<file path="src/rtl/stopwatch_pkg.sv">
// rtl/stopwatch_pkg.sv - shared scan state type and 7-segment patterns for the stopwatch display
package stopwatch_pkg;

    typedef enum logic {
        DEAD = 1'b0,
        ON   = 1'b1
    } scan_state_t;

    // Segment order is {g,f,e,d,c,b,a}, active-high
    localparam logic [6:0] SEG_0    = 7'b0111111;
    localparam logic [6:0] SEG_1    = 7'b0000110;
    localparam logic [6:0] SEG_2    = 7'b1011011;
    localparam logic [6:0] SEG_3    = 7'b1001111;
    localparam logic [6:0] SEG_4    = 7'b1100110;
    localparam logic [6:0] SEG_5    = 7'b1101101;
    localparam logic [6:0] SEG_6    = 7'b1111101;
    localparam logic [6:0] SEG_7    = 7'b0000111;
    localparam logic [6:0] SEG_8    = 7'b1111111;
    localparam logic [6:0] SEG_9    = 7'b1101111;
    localparam logic [6:0] SEG_DASH = 7'b1000000;
    localparam logic [6:0] SEG_OFF  = 7'b0000000;

endpackage

</file>
<file path="src/rtl/bcd_to_7seg.sv">
// rtl/bcd_to_7seg.sv - combinational BCD digit to active-high segment pattern
module bcd_to_7seg
    import stopwatch_pkg::*;
(
    input  logic [3:0] bcd,
    output logic [6:0] seg
);

    always_comb begin
        seg = SEG_DASH;
        case (bcd)
            4'd0: seg = SEG_0;
            4'd1: seg = SEG_1;
            4'd2: seg = SEG_2;
            4'd3: seg = SEG_3;
            4'd4: seg = SEG_4;
            4'd5: seg = SEG_5;
            4'd6: seg = SEG_6;
            4'd7: seg = SEG_7;
            4'd8: seg = SEG_8;
            4'd9: seg = SEG_9;
            default: seg = SEG_DASH;
        endcase
    end

endmodule

</file>
<file path="src/rtl/stopwatch_display_scan.sv">
// rtl/stopwatch_display_scan.sv - multiplexed mm:ss 7-segment scanner with per-frame digit snapshot
module stopwatch_display_scan
    import stopwatch_pkg::*;
#(
    parameter int N_DIGITS    = 4,
    parameter int REFRESH_DIV = 50000,
    parameter int DEAD_CYCLES = 4,
    parameter bit ACTIVE_LOW  = 1'b1
) (
    input  logic                  clk,
    input  logic                  rst_n,
    input  logic                  en,
    input  logic [4*N_DIGITS-1:0] digits,
    input  logic                  blank_lz,
    input  logic                  colon,
    output logic [6:0]            seg,
    output logic                  dp,
    output logic [N_DIGITS-1:0]   an,
    output logic                  frame_start
);

    localparam int CW = (REFRESH_DIV > 1) ? $clog2(REFRESH_DIV) : 1;
    localparam int SW = (N_DIGITS > 1) ? $clog2(N_DIGITS) : 1;

    localparam logic [CW-1:0] CNT_LAST   = CW'(REFRESH_DIV - 1);
    localparam logic [CW-1:0] CNT_ON     = CW'(DEAD_CYCLES);
    localparam logic [SW-1:0] SLOT_LAST  = SW'(N_DIGITS - 1);
    localparam logic [SW-1:0] SLOT_COLON = SW'(2);

    scan_state_t           state, state_next;
    logic [CW-1:0]         count, count_next;
    logic [SW-1:0]         slot, slot_next;
    logic [3:0]            snap [N_DIGITS];
    logic                  snap_load;

    logic [N_DIGITS-1:0]   an_q, an_d;
    logic [6:0]            seg_q, seg_d;
    logic                  dp_q, dp_d;
    logic                  fs_q, fs_d;

    logic [3:0]            cur_digit;
    logic [6:0]            enc_seg;
    logic                  blank;

    assign cur_digit = snap[slot];

    bcd_to_7seg u_enc (
        .bcd (cur_digit),
        .seg (enc_seg)
    );

    // Only the most significant slot is ever a leading-zero candidate
    assign blank = blank_lz && (slot == SLOT_LAST) && (cur_digit == 4'd0);

    always_comb begin
        count_next = count;
        slot_next  = slot;
        snap_load  = 1'b0;
        fs_d       = 1'b0;
        an_d       = '0;
        seg_d      = SEG_OFF;
        dp_d       = 1'b0;

        if (!en) begin
            count_next = '0;
            slot_next  = '0;
        end else begin
            snap_load = (slot == '0) && (count == '0);
            fs_d      = snap_load;

            if (count == CNT_LAST) begin
                count_next = '0;
                slot_next  = (slot == SLOT_LAST) ? '0 : slot + 1'b1;
            end else begin
                count_next = count + 1'b1;
            end

            if (state == ON) begin
                an_d = N_DIGITS'(1) << slot;
                if (!blank) begin
                    seg_d = enc_seg;
                    dp_d  = colon && (slot == SLOT_COLON);
                end
            end
        end

        state_next = (count_next >= CNT_ON) ? ON : DEAD;
    end

    always_ff @(posedge clk or negedge rst_n) begin
        if (!rst_n) begin
            state <= DEAD;
            count <= '0;
            slot  <= '0;
            an_q  <= '0;
            seg_q <= SEG_OFF;
            dp_q  <= 1'b0;
            fs_q  <= 1'b0;
            for (int i = 0; i < N_DIGITS; i++) begin
                snap[i] <= 4'd0;
            end
        end else begin
            state <= state_next;
            count <= count_next;
            slot  <= slot_next;
            an_q  <= an_d;
            seg_q <= seg_d;
            dp_q  <= dp_d;
            fs_q  <= fs_d;
            if (snap_load) begin
                for (int i = 0; i < N_DIGITS; i++) begin
                    snap[i] <= digits[4*i +: 4];
                end
            end
        end
    end

    // Polarity is applied after the registers so reset forces the inactive level directly
    assign an          = an_q ^ {N_DIGITS{ACTIVE_LOW}};
    assign seg         = seg_q ^ {7{ACTIVE_LOW}};
    assign dp          = dp_q ^ ACTIVE_LOW;
    assign frame_start = fs_q;

endmodule

</file>
<file path="config.mk">
export PLATFORM = sky130hd
export DESIGN_NAME = stopwatch_display_scan
export DESIGN_NICKNAME = d
export VERILOG_FILES = /design/src/rtl/stopwatch_pkg.sv /design/src/rtl/bcd_to_7seg.sv /design/src/rtl/stopwatch_display_scan.sv
export SDC_FILE = /design/constraint.sdc
export NUM_CORES = 1
export LEC_CHECK = 0
export CAP_MARGIN = 20
export CORE_MARGIN = 10
export CORE_UTILIZATION = 59
export CTS_CLUSTER_DIAMETER = 100
export DETAILED_ROUTE_END_ITERATION = 6
export PLACE_DENSITY = 0.82
export SKIP_LAST_GASP = 1
export SLEW_MARGIN = 10
export SYNTH_ARGS = -nofsm -noshare
export SYNTH_HDL_FRONTEND = slang
export SYNTH_SLANG_ARGS = --single-unit
</file>
<file path="constraint.sdc">
create_clock -name clk -period 4.9 [get_ports clk]
set_clock_uncertainty 0.05 [all_clocks]
set_input_delay 0.49 -clock clk [delete_from_list [all_inputs] [get_ports clk]]
set_output_delay 0.49 -clock clk [all_outputs]
set_load 0.01 [all_outputs]
</file>
* Word-level counts from Yosys, hierarchy flattened *
Memories as Yosys holds them, arrays and structs flattened.
Cells that the tools add are included.

storage, ports and cells
  logic and storage cells = 50
  input port bits = 21
  bits in read-only memories = 112
  flip-flop bits (word level) = 48
  memory bits (writable) = 0
  memories = 1
  bits in latches = 0

memory list
  memory           words  width  rd ports  clocked after Yosys merged registers in  wr ports  RTL line           text
  (no name shown)  16     7      1         0                                        0         bcd_to_7seg.sv:11  case (bcd)

cells by class
  shifts and indexed selects = 1
  $mul = 0
  bitwise logic cells = 4
  add/sub/neg operators = 2
  eq/ne operators = 4
  reduce and logical (&&, ||, !) cells = 7
  mux-type cells = 18
  divide/modulo/power cells = 0
  magnitude comparators = 2

operators by type and width
  operator                                                                               count
  16-bit 2-to-1 mux                                                                      2
  7-bit 2-to-1 mux                                                                       3
  16-bit by 1-bit adder with 16-bit output (second input constant)                       1
  16-bit equality test (second input constant)                                           1
  16-bit by 3-bit greater-or-equal comparator with 1-bit output (second input constant)  1
  16-bit logical NOT                                                                     1
  4-bit 2-to-1 mux                                                                       4
  4-bit binary-select mux with 2-bit select                                              1
  7-bit inverter                                                                         1
  2-bit 2-to-1 mux                                                                       3
  1-bit 2-to-1 mux                                                                       5
  2-bit equality test (second input constant)                                            2
  1-bit logical AND                                                                      4
  4-bit logical NOT                                                                      1
  4-bit inverter                                                                         1
  1-bit by 2-bit left shift with 4-bit output (first input constant)                     1
  3-bit greater-or-equal comparator (second input constant)                              1
  2-bit inverter with 3-bit output                                                       1
  2-bit by 1-bit adder with 2-bit output (second input constant)                         1
  2-bit logical NOT                                                                      1
  2-bit by 1-bit inequality test with 1-bit output (second input constant)               1
  1-bit inverter                                                                         1

* Depth between registers and ports, before layout *
Gate-level depths: netlist (run 1).

  depth after elaboration = 9
  mapped depth = 8

* Hierarchy *
From an unflattened synthesis (run 1), not the netlist that was laid out.

second synthesis, totals
  cell total of the unflattened synthesis = 244
  area total of the unflattened synthesis = 2,641.3 sq um

by module, submodules not included
  module                  seq. area each (sq um)  area each (sq um)  instances  cells each
  stopwatch_display_scan  1,201.2                 2,413.6            1          215
  bcd_to_7seg             0.0                     227.7              1          29

* Worst setup path after synthesis (run 1) *
OpenSTA, ideal clock, no wires.

  path type = reg2reg
  start point = reg slot[0]
  end point = reg snap[10] (netlist name)
  data arrival time = 2.048 ns
  data required time = 4.725 ns
  cell stages (with the launch flop) = 9
  path slack = 2.677 ns
  period minus slack after synthesis = 2.223 ns
  cells stage by stage = dfrtp_1 -> clkbuf_8 -> inv_1 -> ha_1 -> nor4b_1 -> nand3b_1 -> nor3_2 -> buf_4 -> mux2_2

on the way
  longest elaborated chain between the ends = 3

ends and longest elaborated chain
  item                             RTL line                       text
  from (decl)                      stopwatch_display_scan.sv:32   logic [SW-1:0] slot, slot_next;
  from (signal assigned)           stopwatch_display_scan.sv:105  slot <= slot_next;
  2-bit logical NOT                stopwatch_display_scan.sv:68   snap_load = (slot == '0) && (count == '0);
  1-bit logical AND                stopwatch_display_scan.sv:68
  1-bit 2-to-1 mux                 stopwatch_display_scan.sv:64   if (!en) begin
  to (signal, indexed assignment)  stopwatch_display_scan.sv:112  snap[i] <= digits[4*i +: 4];
  to (decl)                        stopwatch_display_scan.sv:33   logic [3:0] snap [N_DIGITS];

No other way between the ends.
A chain may end at the register's enable or synchronous reset.

* Worst setup path after layout (run 1) *
  start point = in en
  end point = reg snap[7] (netlist name)

on the way
  longest elaborated chain between the ends = 1

ends and longest elaborated chain
  item              RTL line                      text
  from (decl)       stopwatch_display_scan.sv:12  input logic en,
  1-bit 2-to-1 mux  stopwatch_display_scan.sv:64

No other way between the ends.

==> results of run 1 <==
-- metal layers --
| layer | up-vias | global-route usage, % | part of all wire [%] |
|---|---|---|---|
| met3 | 4 | 2.908 | 6.1 |
| met4 | 0 | 3.240 | 1.1 |
| met5 | - | 0 | 0 |
| met2 | 53 | 21.28 | 47 |
| li1 | 876 | - | - |
| met1 | 857 | 16.88 | 46 |
-- final timing paths --
kind / startpoint / end / slack (ps) / depth (start not counted)
worst min register to register: snap[11]$_DFFE_PN0P_ / snap[11]$_DFFE_PN0P_ / 460 / 1
max in group asynchronous: rst_n / snap[15]$_DFFE_PN0P_ / 4170 / 2
worst min-delay path: rst_n / count[12]$_DFF_PN0_ / 110 / 1
worst max register to register: slot[0]$_DFFE_PN0P_ / snap[7]$_DFFE_PN0P_ / 2370 / 7
min in group clk: snap[11]$_DFFE_PN0P_ / snap[11]$_DFFE_PN0P_ / 460 / 1
worst max-delay path: en / snap[7]$_DFFE_PN0P_ / 2250 / 5
-- cell usage in the layout (no fill, tap or decap), types with 6 or more instances in the layout --
cell type / count
dfrtp_1: 48
mux2_2: 16
ha_1: 12
clkdlybuf4s50_1: 32
nor2_1: 27
nand3_1: 8
nand4_1: 6
nor3_1: 6
nand2_1: 10
inv_1: 21
xnor2_1: 10
-- cell families after synthesis --
group,Yosys count,share of synthesized area (%)
simple gates,90,19.17
flops,48,46.11
buf+inv,34,7.877
mux,23,11.53
compound gates,19,4.515
xor+xnor,15,5.043
fa+ha+maj,12,5.764
-- state kept, by name, summed over array words and instances, names as in the netlist --
name,flops
snap,16
an_q,4
slot,2
dp_q,1
state,1
count,16
seg_q,7
frame_start,1
-- metrics by stage --
step | util, % | cells
global route | 68.95 | 322
floorplan | - | 241
global placement | 66.35 | 313
CTS | 68.49 | 321
finish | 68.95 | 322
detailed placement | 66.61 | 314
-- power by group --
group	switching (mW)	internal, mW
Clock	0.120	0.0967
Combinational	0.0696	0.0834
Sequential	0.0202	0.433
-- cell type report --
type                       count  area (sq um)  share of cell area [%]
clock buffer                   5         68.82                   2.308
clock inverter                 2         12.51                  0.4196
inverter                      21         78.83                   2.644
multi-input combinational    159          1199                   40.20
sequential                    48          1201                   40.29
tap                           52         65.06                   2.182
timing repair buffer          35         356.6                   11.96
==> results_dict.tcl, run 1 <==
set metrics [dict create \
    fill_cells 344 \
    path_delay_family "simple AND/OR/NAND/NOR gates" \
    ys_seq_area_share_pct 46.11 \
    avgSynthCellArea_sq_um 10.81 \
    synth_cells 241 \
    io_pins 34 \
    period_minus_slack_ps 2648 \
    whs_ps 113.5 \
    die_width_microns 86.45 \
    cpPeakStageDelay_ps 650 \
    power_density_nw_per_um2 275.9 \
    fin_setup_tns_ps 0 \
    syn-num-nets 274 \
    cts_root_buf "clkbuf_8" \
    gp_congestion 0.8986 \
    ys_seq_elements 48 \
    coreArea_sq_um 4324 \
    start_util_pct 60.24 \
    setup_violations 0 \
    leakagePower_nw 1.280 \
    htreeDepth 2 \
    synthTopCellsByCount "dfrtp_1, nor2_1, inv_1, mux2_2, ha_1" \
    synth-edff-count 0 \
    async_flop_share_pct 100.0 \
    routedWlPerCell_microns 15.05 \
    drive_gt1_share_pct 14.07 \
    synth_top_area_share_pct 46.11 \
    synth_area_sq_um 2605 \
    timing.final.ws_setup_ps 2252 \
    post_cts_buffers 0 \
    numCtsBuffers 5 \
    finalHoldViolCount 0 \
    end_kind "flop" \
    clock_sinks 48 \
    fmax_ghz 0.3776 \
    tightest_slew_ps 697.3 \
    clkSlewWorstSetupHoldPaths_ps 90 \
    drt-initial-drc-count 141 \
    ys_warn_count 0 \
    grt_pass1_vias 1769 \
    clkLatencyLatePin_ps 280 \
    grt_setup_unrepaired "no" \
    cts_tree "yes" \
    worstPathCellList "clkdlybuf4s50_1 > or4b_1 > nor3_2 > buf_6 > mux2_2" \
    slowest_stage "clkdlybuf4s50_1" \
    num_vias 1790 \
    rows 24 \
    syn_to_final_growth_pct 14.46 \
    nNetsFinal 303 \
    status "finished, final reports clean" \
    pre_cts_slack_ps 1951 \
    finalPower_uw 822.6 \
    finalInstanceArea_sq_um 2982 \
    post-synth-top-count-cell "dfrtp_1" \
    crit_buf_inv 2 \
    grt_antenna_before_repair 0 \
    die_h_microns 86.45 \
    synth_ff_type "dfrtp_1" \
    cap_violations 0 \
    detail_route.vias_per_cell 5.559 \
    ctsResizeCount 0 \
    grt_max_degree 49 \
    dieArea_sq_um 7473 \
    slew_headroom_pct 53.26 \
    synthTopCellsByArea "dfrtp_1, mux2_2, ha_1" \
    postRouteAntennaNets 0 \
    vdd_drop_max_uv 244.4 \
    critPathArrivalTime_ps 2770 \
    start_kind "primary input" \
    crit_type "primary input to flop" \
    port_buffers 33 \
    period_share_pct 54.04 \
    grt_remaining_overflow 0 \
    track_usage_pct 12.96 \
    diodes 0 \
    ys_types 46 \
    path_max_fanout 11 \
    clockBufferDepth 2 \
    wl_microns 4847 \
    synth_top_area_cell "dfrtp_1" \
    slew_viol_final 0 \
    place_area_sq_um 2880 \
    drc 0 \
    worstPathRequired_ps 5020 \
    dr.pass1.iters 4 \
    cts_hold_buffers 0 \
    min_path_type "primary input to asynchronous set/reset pin" \
    dp_hpwl_microns 3630 \
    grt_pass1_wl_microns 8162 \
]
Note: power is estimated with default switching activity, not from simulation.
==> run 2: changes to the inputs <==
--- a/config.mk
+++ b/config.mk
@@ -7,10 +7,10 @@
 export LEC_CHECK = 0
 export CAP_MARGIN = 20
 export CORE_MARGIN = 10
-export CORE_UTILIZATION = 59
+export CORE_UTILIZATION = 55
 export CTS_CLUSTER_DIAMETER = 100
 export DETAILED_ROUTE_END_ITERATION = 6
-export PLACE_DENSITY = 0.82
+export PLACE_DENSITY = 0.77
 export SKIP_LAST_GASP = 1
 export SLEW_MARGIN = 10
 export SYNTH_ARGS = -nofsm -noshare
==> constraint.sdc (replaced) <==
create_clock -name clk -period 2.55 [get_ports clk]
set_clock_uncertainty 0.05 [all_clocks]
set_input_delay 0.255 -clock clk [delete_from_list [all_inputs] [get_ports clk]]
set_output_delay 0.255 -clock clk [all_outputs]
set_load 0.01 [all_outputs]
==> run 2 against run 1 <==
  * Count of clock-buffer cells in the layout up 2
  * Via count is 0.67% lower
  * Core utilization decreased by 0.64 points
  * Wire length is 0.93% higher
  * Hold slack better by 350 ps
  * Clock power increased to 2.7 times the previous value
  * Critical path depth rose by 2
  * Largest power group unchanged
  * Highest routed layer unchanged
==> results_dict.tcl, run 2 (synthesis gave the netlist of run 1 again) <==
set metrics [dict create \
    dp_hpwl_microns 3556 \
    grtUsageMet2_pct 19.41 \
    crit_type "flop to flop" \
    nNetsFinal 306 \
    fmax_ghz 0.4389 \
    drc 0 \
    cap_violations 0 \
    routedWlPerCell_microns 15.01 \
    period_share_pct 89.35 \
    start_kind "flop" \
    r2r_setup_slack_ps 270 \
    pre_cts_slack_ps 188.0 \
    startpoint "slot[0]$_DFFE_PN0P_" \
    grt_antenna_before_repair 0 \
    status "finished, final reports clean" \
    tightest_slew_ps 638.0 \
    syn_to_final_growth_pct 17.34 \
    fin_setup_tns_ps 0 \
    grt_remaining_overflow 0 \
    io_pins 34 \
    detail_route.vias_per_cell 5.454 \
    post_cts_buffers 0 \
    num_vias 1778 \
    final_cell_mix "dfrtp_1, clkdlybuf4s50_1, nor2_1, inv_1, mux2_2" \
    worstPathCellList "mux4_2 > inv_1 > ha_1 > nand3_1 > nor3_1 > or3b_1 > nor2_1" \
    dr.pass1.iters 4 \
    whs_ps 461.6 \
    final_common_cell "dfrtp_1" \
    grt.busiest_layer "met2" \
    finalInstanceArea_sq_um 3057 \
    r2r_cells 7 \
    postRouteAntennaNets 0 \
    place_area_sq_um 2892 \
    grt_max_degree 49 \
    path_max_fanout 9 \
    cts_root_buf "clkbuf_8" \
    leakagePower_nw 1.319 \
    final_util_pct 68.32 \
    period_minus_slack_ps 2278 \
    min_path_type "primary input to asynchronous set/reset pin" \
    clkLatencyLatePin_ps 290 \
    cts_tree "yes" \
    gp_congestion 0.9570 \
    regArea_sq_um 1202 \
    grt_pass1_wl_microns 8231 \
    cpPeakStageDelay_ps 580 \
    multi_input_area_sq_um 1199 \
    clock_sinks 48 \
    top_regs "count (16), snap (16), seg_q (7)" \
    slew_headroom_pct 57.47 \
    power_density_nw_per_um2 575.5 \
    start_util_pct 58.22 \
    wl_microns 4892 \
    die_width_microns 88.82 \
    finalHoldViolCount 0 \
    worstPathRequired_ps 2690 \
    die_h_microns 88.82 \
    setup_violations 0 \
    drt-initial-drc-count 91 \
    diodes 0 \
    met1_usage_pct 18.68 \
    r2r_start "slot[0]$_DFFE_PN0P_" \
    vdd_drop_max_uv 388.1 \
    end_kind "flop" \
    crit_path_end "seg_q[3]$_DFF_PN0_" \
    slew_viol_final 0 \
    slowest_stage "mux4_2" \
    clkSlewWorstSetupHoldPaths_ps 90 \
    port_buffers 33 \
    fill_cells 343 \
    grt_pass1_vias 1679 \
    drive_gt1_share_pct 15.33 \
    dieArea_sq_um 7889 \
    r2r_end "seg_q[3]$_DFF_PN0_" \
    grt_setup_unrepaired "no" \
    timing.final.ws_setup_ps 271.6 \
    track_usage_pct 13.10 \
    use_met3_pct 2.665 \
    coreArea_sq_um 4474 \
    rows 24 \
    critPathArrivalTime_ps 2410 \
    htreeDepth 2 \
    clockBufferDepth 2 \
    numCtsBuffers 5 \
]
[run 2: changes by cell type in the layout (fill, tap and decap cells not counted), sizes merged]
| cell | delta |
|---|---|
| clkinv | -1 |
| dlygate4sd3 | +1 |
| clkbuf | +2 |
| bufinv | +1 |
| clkinvlp | -1 |
| buf | +2 |
[run 2: worst max-delay path, delay by kind of cell, from the launching register on]
| family | cells | cell delay [ps] |
|---|---|---|
| multiplexers | 1 | 580 |
| flip-flops | 1 | 500 |
| AND/OR/NAND/NOR | 4 | 680 |
| adder cells (fa/ha/maj) | 1 | 200 |
| buffers and inverters | 1 | 160 |
[run 2: worst min path at each step]
stage,from,end,slack (ps),depth (start not counted)
after floorplan,rst_n,an_q[0]$_DFF_PN0_,-90,0
after global placement,rst_n,count[10]$_DFF_PN0_,430,1
after detailed placement,rst_n,count[12]$_DFF_PN0_,440,1
after CTS,rst_n,count[12]$_DFF_PN0_,130,1
after global routing,snap[2]$_DFFE_PN0P_,snap[2]$_DFFE_PN0P_,480,1
final,rst_n,count[12]$_DFF_PN0_,460,2
[run 2: final cells by class]
| type | count | area share, % |
|---|---|---|
| tap | 52 | 2.129 |
| timing repair buffer | 38 | 12.61 |
| clock inverter | 1 | 0.9824 |
| inverter | 21 | 2.579 |
| sequential | 48 | 39.34 |
| multi-input combinational | 159 | 39.21 |
| clock buffer | 7 | 3.152 |
[run 2: through the flow]
stage / instances / total power [mW]
after floorplan: 241 / 1.076
after global placement: 316 / 1.174
after detailed placement: 316 / 1.182
after CTS: 324 / 1.771
after global routing: 326 / 1.848
final: 326 / 1.759
[run 2: where the power goes]
part	switching, mW	internal, mW	total, mW
Clock	0.242	0.346	0.588
Combinational	0.136	0.164	0.300
Sequential	0.0390	0.832	0.871
[run 2: repair_timing]
| action | CTS | global route |
|---|---|---|
| setup endpoints to repair | 0 | 5 |
| endpoints found under the hold margin | 0 | 26 |
| resized for setup | 0 | 1 |
| hold buffers | 0 | 1 |
[run 2: layer usage]
metal,routed length [microns],share of wire (%),vias up
met2,2219,45,50
met4,8,0.16,0
met5,0,0,-
met3,236,4.8,2
li1,-,-,881
met1,2428,50,845
==> run 3: changes to the inputs <==
==> constraint.sdc (replaced) <==
create_clock -name clk -period 2.55 [get_ports clk]
set_clock_uncertainty 0.05 [all_clocks]
set_input_delay 0.51 -clock clk [delete_from_list [all_inputs] [get_ports clk]]
set_output_delay 0.51 -clock clk [all_outputs]
set_load 0.01 [all_outputs]
==> run 3 against run 2 <==
  * Count of clock-buffer cells in the layout shrank 1
  * Worst setup slack lost 25 ps
  * Global-route usage shrank 0.096 points
  * Largest power group unchanged
  * Highest routed layer unchanged
==> results_dict.tcl, run 3 (synthesis gave the netlist of run 1 again) <==
set metrics [dict create \
    crit_type "flop to flop" \
    period_share_pct 90.32 \
    finalInstanceArea_sq_um 3038 \
    drive_gt1_share_pct 15.64 \
    cap_violations 0 \
    clockBufferDepth 2 \
    grt_setup_unrepaired "no" \
    start_util_pct 58.22 \
    detail_route.vias_per_cell 5.526 \
    drt-initial-drc-count 81 \
    coreArea_sq_um 4474 \
    fin_setup_tns_ps 0 \
    clkLatencyLatePin_ps 290 \
    track_usage_pct 13.01 \
    cts_hold_buffers 0 \
    grt_pass1_vias 1733 \
    syn_to_final_growth_pct 16.62 \
    slew_headroom_pct 65.96 \
    r2r_end "seg_q[2]$_DFF_PN0_" \
    numCtsBuffers 5 \
    critPathArrivalTime_ps 2440 \
    drc 0 \
    period_minus_slack_ps 2303 \
    diodes 0 \
    path_max_fanout 7 \
    final_cell_mix "dfrtp_1, clkdlybuf4s50_1, nor2_1, inv_1, mux2_2" \
    path_delay_family "multiplexers" \
    r2r_setup_slack_ps 250 \
    cpPeakStageDelay_ps 600 \
    nNetsFinal 308 \
    met1_usage_pct 16.51 \
    min_path_type "primary input to asynchronous set/reset pin" \
    htreeDepth 2 \
    wl_microns 4902 \
    gp_congestion 0.8294 \
    top_regs "count (16), snap (16), seg_q (7)" \
    cts_root_buf "clkbuf_8" \
    use_met3_pct 2.574 \
    start_kind "flop" \
    status "finished, final reports clean" \
    io_pins 34 \
    routedWlPerCell_microns 14.99 \
    final_util_pct 67.90 \
    postRouteAntennaNets 0 \
    final_common_cell "dfrtp_1" \
    post_cts_buffers 0 \
    tightest_slew_ps 506.0 \
    die_width_microns 88.82 \
    grt_antenna_before_repair 0 \
    fmax_ghz 0.4342 \
    fill_cells 338 \
    num_vias 1807 \
    r2r_start "slot[0]$_DFFE_PN0P_" \
    crit_buf_inv 1 \
    die_h_microns 88.82 \
    finalHoldViolCount 0 \
    cts_tree "yes" \
    place_area_sq_um 2947 \
    leakagePower_nw 1.314 \
    setup_violations 0 \
    grt_pass1_wl_microns 8155 \
    whs_ps 131.9 \
    grtUsageMet2_pct 21.41 \
    rows 24 \
    clock_sinks 48 \
    grt_max_degree 49 \
    dr.pass1.iters 4 \
    ctsResizeCount 0 \
    worstPathRequired_ps 2680 \
    slew_viol_final 0 \
    end_kind "flop" \
    vdd_drop_max_uv 319.1 \
    grt_remaining_overflow 0 \
    r2r_cells 7 \
    slowest_stage "mux4_2" \
    dieArea_sq_um 7889 \
    clkSlewWorstSetupHoldPaths_ps 80 \
    power_density_nw_per_um2 537.3 \
    port_buffers 33 \
    grt.busiest_layer "met2" \
    dp_hpwl_microns 3517 \
    worstPathCellList "mux4_2 > inv_1 > ha_1 > nand3_1 > nor3_1 > or3b_1 > a21oi_1" \
]
run 3: cell count changes in the layout (fill, tap and decap cells not counted):
cell	delta
clkbuf_8	-1
dfrtp_1	+1
buf_16	-1
dfrtp_2	-1
clkinv_4	+1
bufinv_16	-1
buf_4	+2
dlygate4sd3_1	-1
buf_12	+2
run 3: through the flow:
| stage | instances | setup WS, ps | total power [mW] |
|---|---|---|---|
| 2_1_floorplan | 241 | 327.2 | 1.076 |
| 3_3_place_gp | 320 | 181.1 | 1.178 |
| 3_5_place_dp | 320 | 159.4 | 1.194 |
| 4_1_cts | 327 | 218.1 | 1.653 |
| 5_1_grt | 327 | 68.30 | 1.721 |
| 6_report | 327 | 246.8 | 1.632 |
run 3: cell type report:
class | count | area [sq um] | share of cell area [%]
timing repair buffer | 40 | 402.9 | 13.26
inverter | 21 | 78.83 | 2.595
clock buffer | 6 | 82.58 | 2.718
sequential | 48 | 1201 | 39.54
tap | 52 | 65.06 | 2.142
clock inverter | 1 | 8.758 | 0.2883
multi-input combinational | 159 | 1199 | 39.46
run 3: worst max-delay path by stage:
stage                        startpoint                   end  slack (ps)  cells after the start
global placement                     en   snap[6]$_DFFE_PN0P_         180                      5
global route        slot[0]$_DFFE_PN0P_    seg_q[3]$_DFF_PN0_          70                      7
floorplan           slot[0]$_DFFE_PN0P_  snap[10]$_DFFE_PN0P_         330                      8
CTS                 slot[0]$_DFFE_PN0P_    seg_q[2]$_DFF_PN0_         220                      7
finish              slot[0]$_DFFE_PN0P_    seg_q[2]$_DFF_PN0_         250                      7
detailed placement                   en   snap[5]$_DFFE_PN0P_         160                      5
run 3: power breakdown:
part	switching (mW)	internal (mW)	total (mW)
clock	0.238	0.216	0.454
sequential	0.0381	0.832	0.870
combinational	0.137	0.170	0.308
run 3: layer usage:
metal	wire (microns)	vias to the layer above
met5	0	-
met4	51	0
met3	323	5
met2	2424	50
met1	2102	867
li1	-	885
